$ cat src/rtl/axil_default_slave_err.sv
// ============================================================================
//  Module  : axil_default_slave_err
//  Brief   : AXI-Lite default slave answering unmapped reads/writes with an
//            error response; keeps saturating error counters and last bad address.
//  Revision: 1.0 - initial release
// ============================================================================
`default_nettype none

module axil_default_slave_err #(
    parameter int                        AXI_DATA_WIDTH  = 32,
    parameter int                        AXI_ADDR_WIDTH  = 32,
    parameter logic [1:0]                ERR_RESP        = 2'b11,
    parameter logic [AXI_DATA_WIDTH-1:0] RD_DATA_PATTERN = 'hDEADBEEF,
    parameter int                        CNT_WIDTH       = 16
) (
    input  logic                        aclk,
    input  logic                        aresetn,
    input  logic                        slv_invalid_wr,
    input  logic                        slv_invalid_rd,
    input  logic [AXI_ADDR_WIDTH-1:0]   s_axil_awaddr,
    input  logic                        s_axil_awvalid,
    output logic                        s_axil_awready,
    input  logic [AXI_DATA_WIDTH-1:0]   s_axil_wdata,
    input  logic [AXI_DATA_WIDTH/8-1:0] s_axil_wstrb,
    input  logic                        s_axil_wvalid,
    output logic                        s_axil_wready,
    output logic [1:0]                  s_axil_bresp,
    output logic                        s_axil_bvalid,
    input  logic                        s_axil_bready,
    input  logic [AXI_ADDR_WIDTH-1:0]   s_axil_araddr,
    input  logic                        s_axil_arvalid,
    output logic                        s_axil_arready,
    output logic [AXI_DATA_WIDTH-1:0]   s_axil_rdata,
    output logic [1:0]                  s_axil_rresp,
    output logic                        s_axil_rvalid,
    input  logic                        s_axil_rready,
    input  logic                        cnt_clr,
    output logic [CNT_WIDTH-1:0]        err_wr_cnt,
    output logic [CNT_WIDTH-1:0]        err_rd_cnt,
    output logic [AXI_ADDR_WIDTH-1:0]   err_last_addr,
    output logic                        err_last_is_wr
);

    typedef enum logic [1:0] {W_IDLE = 2'd0, W_ACPT = 2'd1, W_RESP = 2'd2} wr_state_t;
    typedef enum logic [1:0] {R_IDLE = 2'd0, R_ACPT = 2'd1, R_RESP = 2'd2} rd_state_t;

    wr_state_t                 wr_state_q, wr_state_d;
    rd_state_t                 rd_state_q, rd_state_d;
    logic                      awready_q, awready_d, wready_q, wready_d;
    logic                      bvalid_q, bvalid_d, aw_done_q, aw_done_d, w_done_q, w_done_d;
    logic [1:0]                bresp_q, bresp_d, rresp_q, rresp_d;
    logic                      arready_q, arready_d, rvalid_q, rvalid_d;
    logic [AXI_DATA_WIDTH-1:0] rdata_q, rdata_d;
    logic [CNT_WIDTH-1:0]      wr_cnt_q, rd_cnt_q;
    logic [AXI_ADDR_WIDTH-1:0] last_addr_q;
    logic                      last_is_wr_q;

    // Write payload is sunk without being looked at.
    logic w_unused;
    assign w_unused = ^{s_axil_wdata, s_axil_wstrb};

    logic w_aw_hs, w_w_hs, w_b_hs, w_ar_hs, w_r_hs;
    assign w_aw_hs = s_axil_awvalid & awready_q;
    assign w_w_hs  = s_axil_wvalid  & wready_q;
    assign w_b_hs  = bvalid_q & s_axil_bready;
    assign w_ar_hs = s_axil_arvalid & arready_q;
    assign w_r_hs  = rvalid_q & s_axil_rready;

    always_comb begin
        wr_state_d = wr_state_q;
        awready_d  = awready_q;
        wready_d   = wready_q;
        bvalid_d   = bvalid_q;
        bresp_d    = bresp_q;
        aw_done_d  = aw_done_q;
        w_done_d   = w_done_q;
        case (wr_state_q)
            W_IDLE: begin
                if (slv_invalid_wr) begin
                    wr_state_d = W_ACPT;
                    awready_d  = 1'b1;
                    wready_d   = 1'b1;
                end
            end
            W_ACPT: begin
                if (w_aw_hs) begin
                    awready_d = 1'b0;
                    aw_done_d = 1'b1;
                end
                if (w_w_hs) begin
                    wready_d = 1'b0;
                    w_done_d = 1'b1;
                end
                // Handshakes landing this cycle count towards completion.
                if ((aw_done_q | w_aw_hs) && (w_done_q | w_w_hs)) begin
                    wr_state_d = W_RESP;
                    bvalid_d   = 1'b1;
                    bresp_d    = ERR_RESP;
                end
            end
            W_RESP: begin
                if (w_b_hs) begin
                    wr_state_d = W_IDLE;
                    bvalid_d   = 1'b0;
                    bresp_d    = 2'b00;
                    aw_done_d  = 1'b0;
                    w_done_d   = 1'b0;
                end
            end
            default: wr_state_d = W_IDLE;
        endcase
    end

    always_comb begin
        rd_state_d = rd_state_q;
        arready_d  = arready_q;
        rvalid_d   = rvalid_q;
        rresp_d    = rresp_q;
        rdata_d    = rdata_q;
        case (rd_state_q)
            R_IDLE: begin
                if (slv_invalid_rd) begin
                    rd_state_d = R_ACPT;
                    arready_d  = 1'b1;
                end
            end
            R_ACPT: begin
                if (w_ar_hs) begin
                    rd_state_d = R_RESP;
                    arready_d  = 1'b0;
                    rvalid_d   = 1'b1;
                    rresp_d    = ERR_RESP;
                    rdata_d    = RD_DATA_PATTERN;
                end
            end
            R_RESP: begin
                if (w_r_hs) begin
                    rd_state_d = R_IDLE;
                    rvalid_d   = 1'b0;
                    rresp_d    = 2'b00;
                    rdata_d    = '0;
                end
            end
            default: rd_state_d = R_IDLE;
        endcase
    end

    always_ff @(posedge aclk) begin
        if (!aresetn) begin
            wr_state_q   <= W_IDLE;
            rd_state_q   <= R_IDLE;
            awready_q    <= 1'b0;
            wready_q     <= 1'b0;
            bvalid_q     <= 1'b0;
            bresp_q      <= 2'b00;
            aw_done_q    <= 1'b0;
            w_done_q     <= 1'b0;
            arready_q    <= 1'b0;
            rvalid_q     <= 1'b0;
            rresp_q      <= 2'b00;
            rdata_q      <= '0;
            wr_cnt_q     <= '0;
            rd_cnt_q     <= '0;
            last_addr_q  <= '0;
            last_is_wr_q <= 1'b0;
        end else begin
            wr_state_q <= wr_state_d;
            rd_state_q <= rd_state_d;
            awready_q  <= awready_d;
            wready_q   <= wready_d;
            bvalid_q   <= bvalid_d;
            bresp_q    <= bresp_d;
            aw_done_q  <= aw_done_d;
            w_done_q   <= w_done_d;
            arready_q  <= arready_d;
            rvalid_q   <= rvalid_d;
            rresp_q    <= rresp_d;
            rdata_q    <= rdata_d;
            // Clear takes priority over a coincident completion.
            if (cnt_clr) begin
                wr_cnt_q <= '0;
                rd_cnt_q <= '0;
            end else begin
                if (w_b_hs && (wr_cnt_q != '1)) wr_cnt_q <= wr_cnt_q + 1'b1;
                if (w_r_hs && (rd_cnt_q != '1)) rd_cnt_q <= rd_cnt_q + 1'b1;
            end
            if (w_aw_hs) begin
                last_addr_q  <= s_axil_awaddr;
                last_is_wr_q <= 1'b1;
            end else if (w_ar_hs) begin
                last_addr_q  <= s_axil_araddr;
                last_is_wr_q <= 1'b0;
            end
        end
    end

    assign s_axil_awready = awready_q;
    assign s_axil_wready  = wready_q;
    assign s_axil_bvalid  = bvalid_q;
    assign s_axil_bresp   = bresp_q;
    assign s_axil_arready = arready_q;
    assign s_axil_rvalid  = rvalid_q;
    assign s_axil_rresp   = rresp_q;
    assign s_axil_rdata   = rdata_q;
    assign err_wr_cnt     = wr_cnt_q;
    assign err_rd_cnt     = rd_cnt_q;
    assign err_last_addr  = last_addr_q;
    assign err_last_is_wr = last_is_wr_q;

endmodule

`default_nettype wire

$ cat config.mk
export PLATFORM = sky130hd
export DESIGN_NAME = axil_default_slave_err
export DESIGN_NICKNAME = d
export VERILOG_FILES = /design/src/rtl/axil_default_slave_err.sv
export SDC_FILE = /design/constraint.sdc
export NUM_CORES = 1
export LEC_CHECK = 0
export CAP_MARGIN = 5
export CORE_MARGIN = 4
export CORE_UTILIZATION = 43
export CTS_BUF_LIST = sky130_fd_sc_hd__clkbuf_2 sky130_fd_sc_hd__clkbuf_4 sky130_fd_sc_hd__clkbuf_8
export CTS_CLUSTER_SIZE = 14
export DETAILED_ROUTE_END_ITERATION = 8
export PLACE_DENSITY = 0.92
export REMOVE_ABC_BUFFERS = 1
export SETUP_SLACK_MARGIN = 0.1
export SYNTH_ARGS = -nofsm -noshare
export SYNTH_HDL_FRONTEND = slang
export SYNTH_SLANG_ARGS = --single-unit
$ cat constraint.sdc
create_clock -name aclk -period 6.57 [get_ports aclk]
set_input_delay 1.971 -clock aclk [delete_from_list [all_inputs] [get_ports aclk]]
set_output_delay 1.971 -clock aclk [all_outputs]
set_load 0.03 [all_outputs]
==> flow_metrics.env, run 1 <==
export IMPL_gp_congestion=0.857
export IMPL_rr_endpoint="err_rd_cnt[11]$_SDFFE_PP0P_"
export IMPL_post_place_ws_ps=2290
export IMPL_fp_coreArea_sq_um=8890
export IMPL_portBuffers=171
export IMPL_dieWidth_um=104
export IMPL_grt_max_degree=65
export IMPL_p_per_area_nw_per_um2=200
export IMPL_final_util_pct=64.1
export IMPL_grt_pass1_vias=3939
export IMPL_crit_slowest_cell="dfxtp_1"
export IMPL_clk_insertion_delay_late_ps=320
export IMPL_cp_arrival_ps=2100
export IMPL_post_route_min_period_ps=4070
export IMPL_path_clk_slew_ps=80
export IMPL_rrSetupSlack_ps=4020
export IMPL_status="finished clean"
export IMPL_rsz0062_at_grt="no"
export IMPL_ioPinCount=216
export IMPL_antenna_found_initial=0
export IMPL_regArea_sq_um=1520
export IMPL_synth_distinct_cells=48
export IMPL_path_buf_inv=1
export IMPL_crit_family="flip-flops"
export IMPL_nets=732
export IMPL_cts_repair_resize_count=0
export IMPL_skew_ps=7.86
export IMPL_synthArstFlopShare_pct=0
export IMPL_crit_path_end_kind="output pin"
export IMPL_netlist_area_leader_share_pct=38.0
export IMPL_n_antenna_cell=0
export IMPL_cts_setup_buffers=0
export IMPL_dp_hpwl_um=8560
export IMPL_holdPathStages=2
export IMPL_drv_slew=0
export IMPL_start_util_pct=45.0
export IMPL_hold_buffers=0
export IMPL_cts_tree="built"
export IMPL_worst_ep_required_time_ps=4600
export IMPL_ys_seq_elements=76
export IMPL_crit_chain="clkdlybuf4s50_1"
export IMPL_drt_pre_antenna_iters=5
export IMPL_fillers=737
export IMPL_synth_area_sq_um=4000
export IMPL_row_count=34
export IMPL_hold_start="err_wr_cnt[15]$_SDFFE_PP0P_"
export IMPL_hold_viol=0
export IMPL_postSynthCellCount=493
export IMPL_yosysWarnings=0
export IMPL_die_h_um=104
export IMPL_min_to="err_wr_cnt[15]$_SDFFE_PP0P_"
export IMPL_remaining_drc_errors=0
export IMPL_post_route_period_util_pct=61.9
export IMPL_rr_startpoint="s_axil_rresp[0]$_SDFFE_PN0P_"
export IMPL_synth_edf_count=0
export IMPL_start_kind="flop"
export IMPL_worst_pin_slew_ps=1160
export IMPL_max_cap_violations=0
export IMPL_overflow=0
export IMPL_synth_sequential_area_ratio_pct=38.0
export IMPL_worst_path_max_fanout=33
export IMPL_path_class="flop to output pin"
export IMPL_relSlewSlack_pct=21.7
export IMPL_clockRootBuffer="clkbuf_8"
export IMPL_grtUsageTotal_pct=20.3
export IMPL_synth_area_top_cells="dfxtp_1 38%, nand3_1 9.1%, o211a_1 8.0%, buf_4 6.8%, nand2_1 5.3%"
export IMPL_ant_nets=0
export IMPL_ys_flop_type="dfxtp_1"
export IMPL_multi_input_area_sq_um=2080
export IMPL_dr_total_vias=4110
export IMPL_fmax_mhz=246
export IMPL_worst_slack_ps=2500
export IMPL_placed_cell_area_sq_um=5520
export IMPL_fp_dieArea_sq_um=10900
export IMPL_critPathMaxStageDelay_ps=930
export IMPL_syn2layout_area_growth_pct=42.5
export IMPL_drtIter0Drc=128
export IMPL_grt_pass1_wl_um=18800
export IMPL_syn_avg_cell_area_sq_um=8.11
export IMPL_wirelength_um=11800
export IMPL_layout_drive_gt1_share_pct=4.49
export IMPL_hold_class="flop to flop"
export IMPL_synth_largest_area_cell="dfxtp_1"
export IMPL_vdd_ir_drop_worst_mv=0.135
export IMPL_holdWs_ps=502
export IMPL_leakage_nw=2.22
export IMPL_clock_path_buffers=2
export IMPL_cts_made_buffers=9
export IMPL_fin_area_sq_um=5700
export IMPL_wl_per_cell_um=16.1
export IMPL_htreeDepth=3
export IMPL_vias_per_cell=5.62
export IMPL_final_setup_viol_count=0
export IMPL_reg2reg_depth=4
export IMPL_cts_sinks=76
## area by class of cell
type,instances,share of cell area [%]
multi-input combinational,347,36.5
sequential,76,26.7
inverter,11,0.724
timing repair buffer,175,30.6
clock buffer,11,2.44
clock inverter,3,0.703
tap,108,2.37
## registers in the layout (all words and copies together) (netlist names)
name            cells
aw_done_q           1
s_axil_awready      1
w_done_q            1
s_axil_rresp        1
s_axil_arready      1
s_axil_bresp        1
err_wr_cnt         16
wr_state_q          2
err_last_is_wr      1
s_axil_wready       1
err_last_addr      32
rd_state_q          2
err_rd_cnt         16
## cell usage after synthesis (3+ instances only)
cell,n
a21boi_0,3
a21o_1,3
a21oi_1,25
a31oi_1,4
and2_1,11
and4_1,5
buf_4,36
clkbuf_1,27
dfxtp_1,76
inv_1,11
nand2_1,56
nand3_1,73
nand3b_1,3
nand4_1,13
nor2_1,12
nor2b_1,3
nor3_1,4
nor4_1,7
nor4_2,3
o211a_1,32
o21a_1,3
o21ai_0,25
o31ai_1,9
or3_1,7
or4_1,11
## through the flow
stage,setup TNS [ps],cells,total power [mW]
5_1_grt,0,731,1.19
6_report,0,731,1.14
3_3_place_gp,0,717,0.801
3_5_place_dp,0,717,0.809
4_1_cts,0,731,1.15
2_1_floorplan,-41910,434,0.661
## where the power goes
part           internal (mW)  leakage [nW]  switching [mW]
Sequential             0.485         0.619          0.0206
Clock                  0.179        0.0959           0.162
Combinational          0.134          1.50           0.159
## layout by cell type, fill, tap and decap left out, drive strengths merged, types with 12 or more instances in the layout
| cell type | Yosys | routed |
|---|---|---|
| clkdlybuf4s50 | 0 | 171 |
| dfxtp | 76 | 76 |
| nand3 | 75 | 75 |
| nand2 | 56 | 56 |
| o211a | 32 | 32 |
| o21ai | 26 | 26 |
| a21oi | 25 | 25 |
| nand4 | 13 | 13 |
| nor2 | 12 | 12 |
| or4 | 12 | 12 |
## worst max-delay path by stage
stage                                                end  slack (ps)  cells past startpoint                    startpoint
after floorplan              err_rd_cnt[11]$_SDFFE_PP0P_       -1470                      4  s_axil_rresp[0]$_SDFFE_PN0P_
after global placement    err_last_addr[29]$_SDFFE_PN0P_        2350                      6                s_axil_arvalid
after detailed placement  err_last_addr[23]$_SDFFE_PN0P_        2290                      6                s_axil_arvalid
after CTS                               s_axil_rdata[10]        2480                      1  s_axil_rresp[0]$_SDFFE_PN0P_
after global routing                     s_axil_rdata[1]        2330                      1  s_axil_rresp[0]$_SDFFE_PN0P_
final                                    s_axil_rdata[9]        2500                      1  s_axil_rresp[0]$_SDFFE_PN0P_
## cell families after synthesis
logic type               count (synthesis)  synth area share, %
XOR/XNOR                                 1                0.219
buffers and inverters                   77                 10.6
flip-flops                              76                 38.0
other                                    1               0.0938
adder cells (fa/ha/maj)                  2                0.626
AO/OA/AOI/OAI                          116                 20.7
AND/OR/NAND/NOR                        219                 29.4
multiplexers                             1                0.250
## metal layers
metal | wire length, um | track usage (%)
met1 | 4710 | 22.8
met2 | 5760 | 35.1
met3 | 1210 | 9.37
met4 | 113 | 4.18
met5 | 0 | 0
No activity file was read; power rests on OpenSTA's default activity.
==> run 2, diff against run 1 <==
--- a/config.mk
+++ b/config.mk
@@ -7,11 +7,11 @@
 export LEC_CHECK = 0
 export CAP_MARGIN = 5
 export CORE_MARGIN = 4
-export CORE_UTILIZATION = 43
+export CORE_UTILIZATION = 41
 export CTS_BUF_LIST = sky130_fd_sc_hd__clkbuf_2 sky130_fd_sc_hd__clkbuf_4 sky130_fd_sc_hd__clkbuf_8
 export CTS_CLUSTER_SIZE = 14
 export DETAILED_ROUTE_END_ITERATION = 8
-export PLACE_DENSITY = 0.92
+export PLACE_DENSITY = 0.89
 export REMOVE_ABC_BUFFERS = 1
 export SETUP_SLACK_MARGIN = 0.1
 export SYNTH_ARGS = -nofsm -noshare
==> constraint.sdc (replaced) <==
create_clock -name aclk -period 3.9 [get_ports aclk]
set_input_delay 1.17 -clock aclk [delete_from_list [all_inputs] [get_ports aclk]]
set_output_delay 1.17 -clock aclk [all_outputs]
set_load 0.03 [all_outputs]
==> run 2 against run 1 <==
Register-to-register slack lost 2600 ps. Routed wire length grew 0.42%. First-iteration DRC count grew 20%. Setup slack lost 1800 ps. Core utilization shrank 2.3 points. Final cell count grew 3.1%. Via count grew 0.66%. Final area grew 1.6%. Clock-buffer cell count shrank 1. Global-route usage grew 0.080 points. Combinational power grew 69%. Clock power grew 120%. Critical endpoint is now s_axil_rdata[26].
==> flow_metrics.env, run 2 (synthesis results as in run 1) <==
export IMPL_cts_sinks=76
export IMPL_leakage_nw=2.24
export IMPL_grt_max_degree=65
export IMPL_largest_reg_flops=32
export IMPL_cts_setup_buffers=0
export IMPL_crit_family="flip-flops"
export IMPL_stdcell_count=754
export IMPL_wl_per_cell_um=15.7
export IMPL_grt_pass1_vias=3906
export IMPL_nets=732
export IMPL_fillers=818
export IMPL_worst_ep_required_time_ps=2730
export IMPL_vias_per_cell=5.49
export IMPL_htreeDepth=3
export IMPL_hold_start="err_wr_cnt[15]$_SDFFE_PP0P_"
export IMPL_startpoint="s_axil_rresp[0]$_SDFFE_PN0P_"
export IMPL_hold_buffers=0
export IMPL_crit_chain="clkdlybuf4s50_1"
export IMPL_p_per_area_nw_per_um2=359
export IMPL_crit_path_end_kind="output pin"
export IMPL_rsz0062_at_grt="no"
export IMPL_final_cell_mix="171 x clkdlybuf4s50_1, 76 x dfxtp_1, 73 x nand3_1"
export IMPL_cts_tree="built"
export IMPL_worst_pin_slew_ps=1150
export IMPL_post_route_period_util_pct=83.0
export IMPL_ioPinCount=216
export IMPL_n_antenna_cell=0
export IMPL_drv_slew=0
export IMPL_status="finished clean"
export IMPL_skew_ps=12.1
export IMPL_die_h_um=107
export IMPL_path_buf_inv=1
export IMPL_drtIter0Drc=154
export IMPL_hold_viol=0
export IMPL_clockRootBuffer="clkbuf_8"
export IMPL_hold_class="flop to flop"
export IMPL_rrSetupSlack_ps=1370
export IMPL_post_route_min_period_ps=3240
export IMPL_rr_startpoint="s_axil_rresp[0]$_SDFFE_PN0P_"
export IMPL_gp_congestion=0.855
export IMPL_clk_insertion_delay_late_ps=340
export IMPL_start_util_pct=42.7
export IMPL_dr_total_vias=4137
export IMPL_path_clk_slew_ps=80
export IMPL_regArea_sq_um=1520
export IMPL_ant_nets=0
export IMPL_start_kind="flop"
export IMPL_grtUsageTotal_pct=20.3
export IMPL_cts_repair_resize_count=0
export IMPL_vdd_ir_drop_worst_mv=0.195
export IMPL_remaining_drc_errors=0
export IMPL_fmax_mhz=309
export IMPL_cts_made_buffers=9
export IMPL_layout_drive_gt1_share_pct=4.80
export IMPL_dp_hpwl_um=8720
export IMPL_path_class="flop to output pin"
export IMPL_critPathMaxStageDelay_ps=900
export IMPL_max_cap_violations=0
export IMPL_wirelength_um=11800
export IMPL_total_power_mw=2.08
export IMPL_antenna_found_initial=0
export IMPL_worst_path_max_fanout=33
export IMPL_relSlewSlack_pct=23.0
export IMPL_crit_slowest_cell="dfxtp_1"
export IMPL_drt_pre_antenna_iters=4
export IMPL_row_count=35
export IMPL_layout_commonest_cell="clkdlybuf4s50_1"
export IMPL_grt_pass1_wl_um=19000
export IMPL_post_place_cells=738
export IMPL_clock_path_buffers=2
export IMPL_overflow=0
export IMPL_final_setup_viol_count=0
export IMPL_cp_arrival_ps=2070
export IMPL_syn2layout_area_growth_pct=44.8
export IMPL_fp_dieArea_sq_um=11400
export IMPL_multi_input_area_sq_um=2080
export IMPL_dieWidth_um=107
export IMPL_fp_coreArea_sq_um=9370
export IMPL_portBuffers=171
-- run 2: power breakdown --
part / switching, mW / internal, mW
logic: 0.268 / 0.225
registers: 0.0347 / 0.817
clock network: 0.300 / 0.434
total: 0.603 / 1.48
-- run 2: cell type report --
type                            count  area share (%)
Multi-Input combinational cell    347            35.9
Timing Repair Buffer              175            30.1
Sequential cell                    76            26.3
Tap cell                          129            2.79
Clock buffer                       10            2.27
Clock inverter                      6            1.92
Inverter                           11           0.713
-- run 2: stage by stage --
stage	worst slack (ps)	area (sq um)	hold WS [ps]	utilization, %	setup TNS, ps
3_5_place_dp	663	5550	497	59.2	0
3_3_place_gp	685	5550	483	59.2	0
5_1_grt	497	5790	538	61.8	0
2_1_floorplan	-4140	3640	521	-	-140290
6_report	663	5790	509	61.8	0
4_1_cts	613	5790	510	61.8	0
-- run 2: worst paths after layout --
kind	endpoint	cells after the start
setup / recovery	s_axil_rdata[26]	1
hold / removal	err_wr_cnt[15]$_SDFFE_PP0P_	2
setup reg to reg	err_rd_cnt[11]$_SDFFE_PP0P_	4
hold reg to reg	err_wr_cnt[15]$_SDFFE_PP0P_	2
-- run 2: layer usage --
layer  GRT usage [%]  up-vias  wire, um
met4            6.12        0       207
met1            22.7     1934      4550
li1                -     2032         -
met3            8.43       17      1250
met2            35.3      154      5830
met5               0        -         0
==> run 3, diff against run 2 <==
==> constraint.sdc (replaced) <==
create_clock -name aclk -period 3.05 [get_ports aclk]
set_input_delay 0.915 -clock aclk [delete_from_list [all_inputs] [get_ports aclk]]
set_output_delay 0.915 -clock aclk [all_outputs]
set_load 0.03 [all_outputs]
==> run 3 against run 2 <==
Core utilization is 0.87 points higher. Critical endpoint is now s_axil_rdata[9]. Sequential cell count stayed put. Final cell count grew 1.1%. Via count rose by 0.60%. Global-route usage increased by 0.34 points. Non-clock buffer count increased by 9. Setup slack got worse by 230 ps. Register-to-register slack worse by 370 ps. Die area unchanged.
==> flow_metrics.env, run 3 (synthesis results as in run 1) <==
export IMPL_cts_setup_buffers=0
export IMPL_cts_tree="built"
export IMPL_clock_path_buffers=2
export IMPL_worst_path_max_fanout=29
export IMPL_path_depth=1
export IMPL_status="finished clean"
export IMPL_p_comb_share_pct=24.1
export IMPL_overflow=0
export IMPL_crit_chain="clkdlybuf4s50_1"
export IMPL_cp_arrival_ps=1700
export IMPL_nets=741
export IMPL_portBuffers=171
export IMPL_rr_endpoint="err_rd_cnt[11]$_SDFFE_PP0P_"
export IMPL_reg2reg_depth=5
export IMPL_endpoint="s_axil_rdata[9]"
export IMPL_dp_hpwl_um=8940
export IMPL_p_sw_mw=0.760
export IMPL_hold_class="flop to flop"
export IMPL_clk_insertion_delay_late_ps=340
export IMPL_grt_max_degree=61
export IMPL_holdPathStages=2
export IMPL_start_kind="flop"
export IMPL_crit_path_end_kind="output pin"
export IMPL_crit_family="buffers and inverters"
export IMPL_cts_sinks=76
export IMPL_vias_per_cell=5.46
export IMPL_final_util_pct=62.6
export IMPL_pwr_share_seq_pct=40.7
export IMPL_rrSetupSlack_ps=1000
export IMPL_layout_drive_gt1_share_pct=6.16
export IMPL_path_buf_inv=1
export IMPL_ioPinCount=216
export IMPL_fp_dieArea_sq_um=11400
export IMPL_grt_pass1_vias=4009
export IMPL_grtUsageTotal_pct=20.7
export IMPL_dieWidth_um=107
export IMPL_vdd_ir_drop_worst_mv=0.317
export IMPL_drt_pre_antenna_iters=5
export IMPL_fmax_mhz=382
export IMPL_p_per_area_nw_per_um2=456
export IMPL_die_h_um=107
export IMPL_final_setup_viol_count=0
export IMPL_worst_slack_ps=430
export IMPL_cts_made_buffers=9
export IMPL_hold_buffers=0
export IMPL_critPathMaxStageDelay_ps=770
export IMPL_clkPwrFrac_pct=35.2
export IMPL_hold_viol=0
export IMPL_drv_slew=0
export IMPL_post_route_min_period_ps=2620
export IMPL_total_power_mw=2.67
export IMPL_row_count=35
export IMPL_clockRootBuffer="clkbuf_8"
export IMPL_remaining_drc_errors=0
export IMPL_final_cell_mix="171 x clkdlybuf4s50_1, 75 x dfxtp_1, 73 x nand3_1"
export IMPL_ant_nets=0
export IMPL_stdcell_count=762
export IMPL_relSlewSlack_pct=53.9
export IMPL_leakage_nw=2.29
export IMPL_skew_ps=8.97
export IMPL_wirelength_um=12000
export IMPL_worst_ep_required_time_ps=2130
export IMPL_antenna_found_initial=0
export IMPL_dr_total_vias=4162
export IMPL_max_cap_violations=0
export IMPL_fin_area_sq_um=5870
export IMPL_startpoint="s_axil_rresp[0]$_SDFFE_PN0P_"
export IMPL_crit_slowest_cell="clkdlybuf4s50_1"
export IMPL_n_antenna_cell=0
export IMPL_path_class="flop to output pin"
export IMPL_layout_commonest_cell="clkdlybuf4s50_1"
export IMPL_path_clk_slew_ps=80
export IMPL_largest_reg_flops=32
export IMPL_post_place_ws_ps=208
export IMPL_placed_cell_area_sq_um=5630
export IMPL_setup_tns_final_ps=0
export IMPL_wl_per_cell_um=15.7
export IMPL_syn2layout_area_growth_pct=46.8
export IMPL_post_route_period_util_pct=85.9
export IMPL_drtIter0Drc=203
export IMPL_cts_repair_resize_count=1
export IMPL_grt_pass1_wl_um=19200
export IMPL_p_int_mw=1.91
export IMPL_rsz0062_at_grt="no"
export IMPL_p_sw_share_pct=28.4
export IMPL_fillers=801
export IMPL_rr_startpoint="s_axil_rresp[0]$_SDFFE_PN0P_"
export IMPL_post_place_cells=747
export IMPL_holdWs_ps=515
export IMPL_htreeDepth=3
export IMPL_start_util_pct=42.7
export IMPL_fp_coreArea_sq_um=9370
export IMPL_worst_pin_slew_ps=686
export IMPL_gp_congestion=0.856
-- run 3: changes by cell type in the layout (fill, tap and decap cells not counted), sizes merged --
cell	change
buf	+9
clkbuf	+1
inv	-1
clkinv	-1
-- run 3: worst min path at each step --
stage                                            from                     endpoint
after global routing      err_wr_cnt[14]$_SDFFE_PP0P_  err_wr_cnt[14]$_SDFFE_PP0P_
after global placement    err_wr_cnt[15]$_SDFFE_PP0P_  err_wr_cnt[15]$_SDFFE_PP0P_
after floorplan            wr_state_q[1]$_SDFFE_PN0P_   wr_state_q[0]$_SDFFE_PN0P_
after detailed placement  err_wr_cnt[14]$_SDFFE_PP0P_  err_wr_cnt[14]$_SDFFE_PP0P_
after CTS                 err_wr_cnt[14]$_SDFFE_PP0P_  err_wr_cnt[14]$_SDFFE_PP0P_
final                     err_wr_cnt[14]$_SDFFE_PP0P_  err_wr_cnt[14]$_SDFFE_PP0P_
-- run 3: per-layer routing --
metal	part of all wire [%]	GRT usage [%]
met5	0	0
met4	2.2	7.76
met3	10	9.03
met2	49	35.1
met1	38	22.9
-- run 3: power groups by stage --
stage | sequential, mW | combinational, mW | clock (mW)
after CTS | 1.09 | 0.648 | 0.966
after global placement | 1.11 | 0.633 | 0
after floorplan | 1.27 | 0.151 | 0
final | 1.09 | 0.644 | 0.941
after global routing | 1.10 | 0.687 | 1.01
after detailed placement | 1.11 | 0.646 | 0
-- run 3: cell type report --
| class | count | area [sq um] | area share (%) |
|---|---|---|---|
| clock buffer | 11 | 145 | 2.47 |
| clock inverter | 4 | 97.6 | 1.66 |
| inverter | 11 | 41.3 | 0.703 |
| multi-input combinational | 347 | 2080 | 35.4 |
| sequential | 76 | 1520 | 25.9 |
| tap | 129 | 161 | 2.75 |
| timing repair buffer | 184 | 1820 | 31.0 |
-- run 3: tightest hold or removal path, delay by kind of cell, from the launching register on --
kind               cells  cell delay (ps)
AOI/OAI and AO/OA      1               50
and+or+nand+nor        1               70
DFF                    1              350
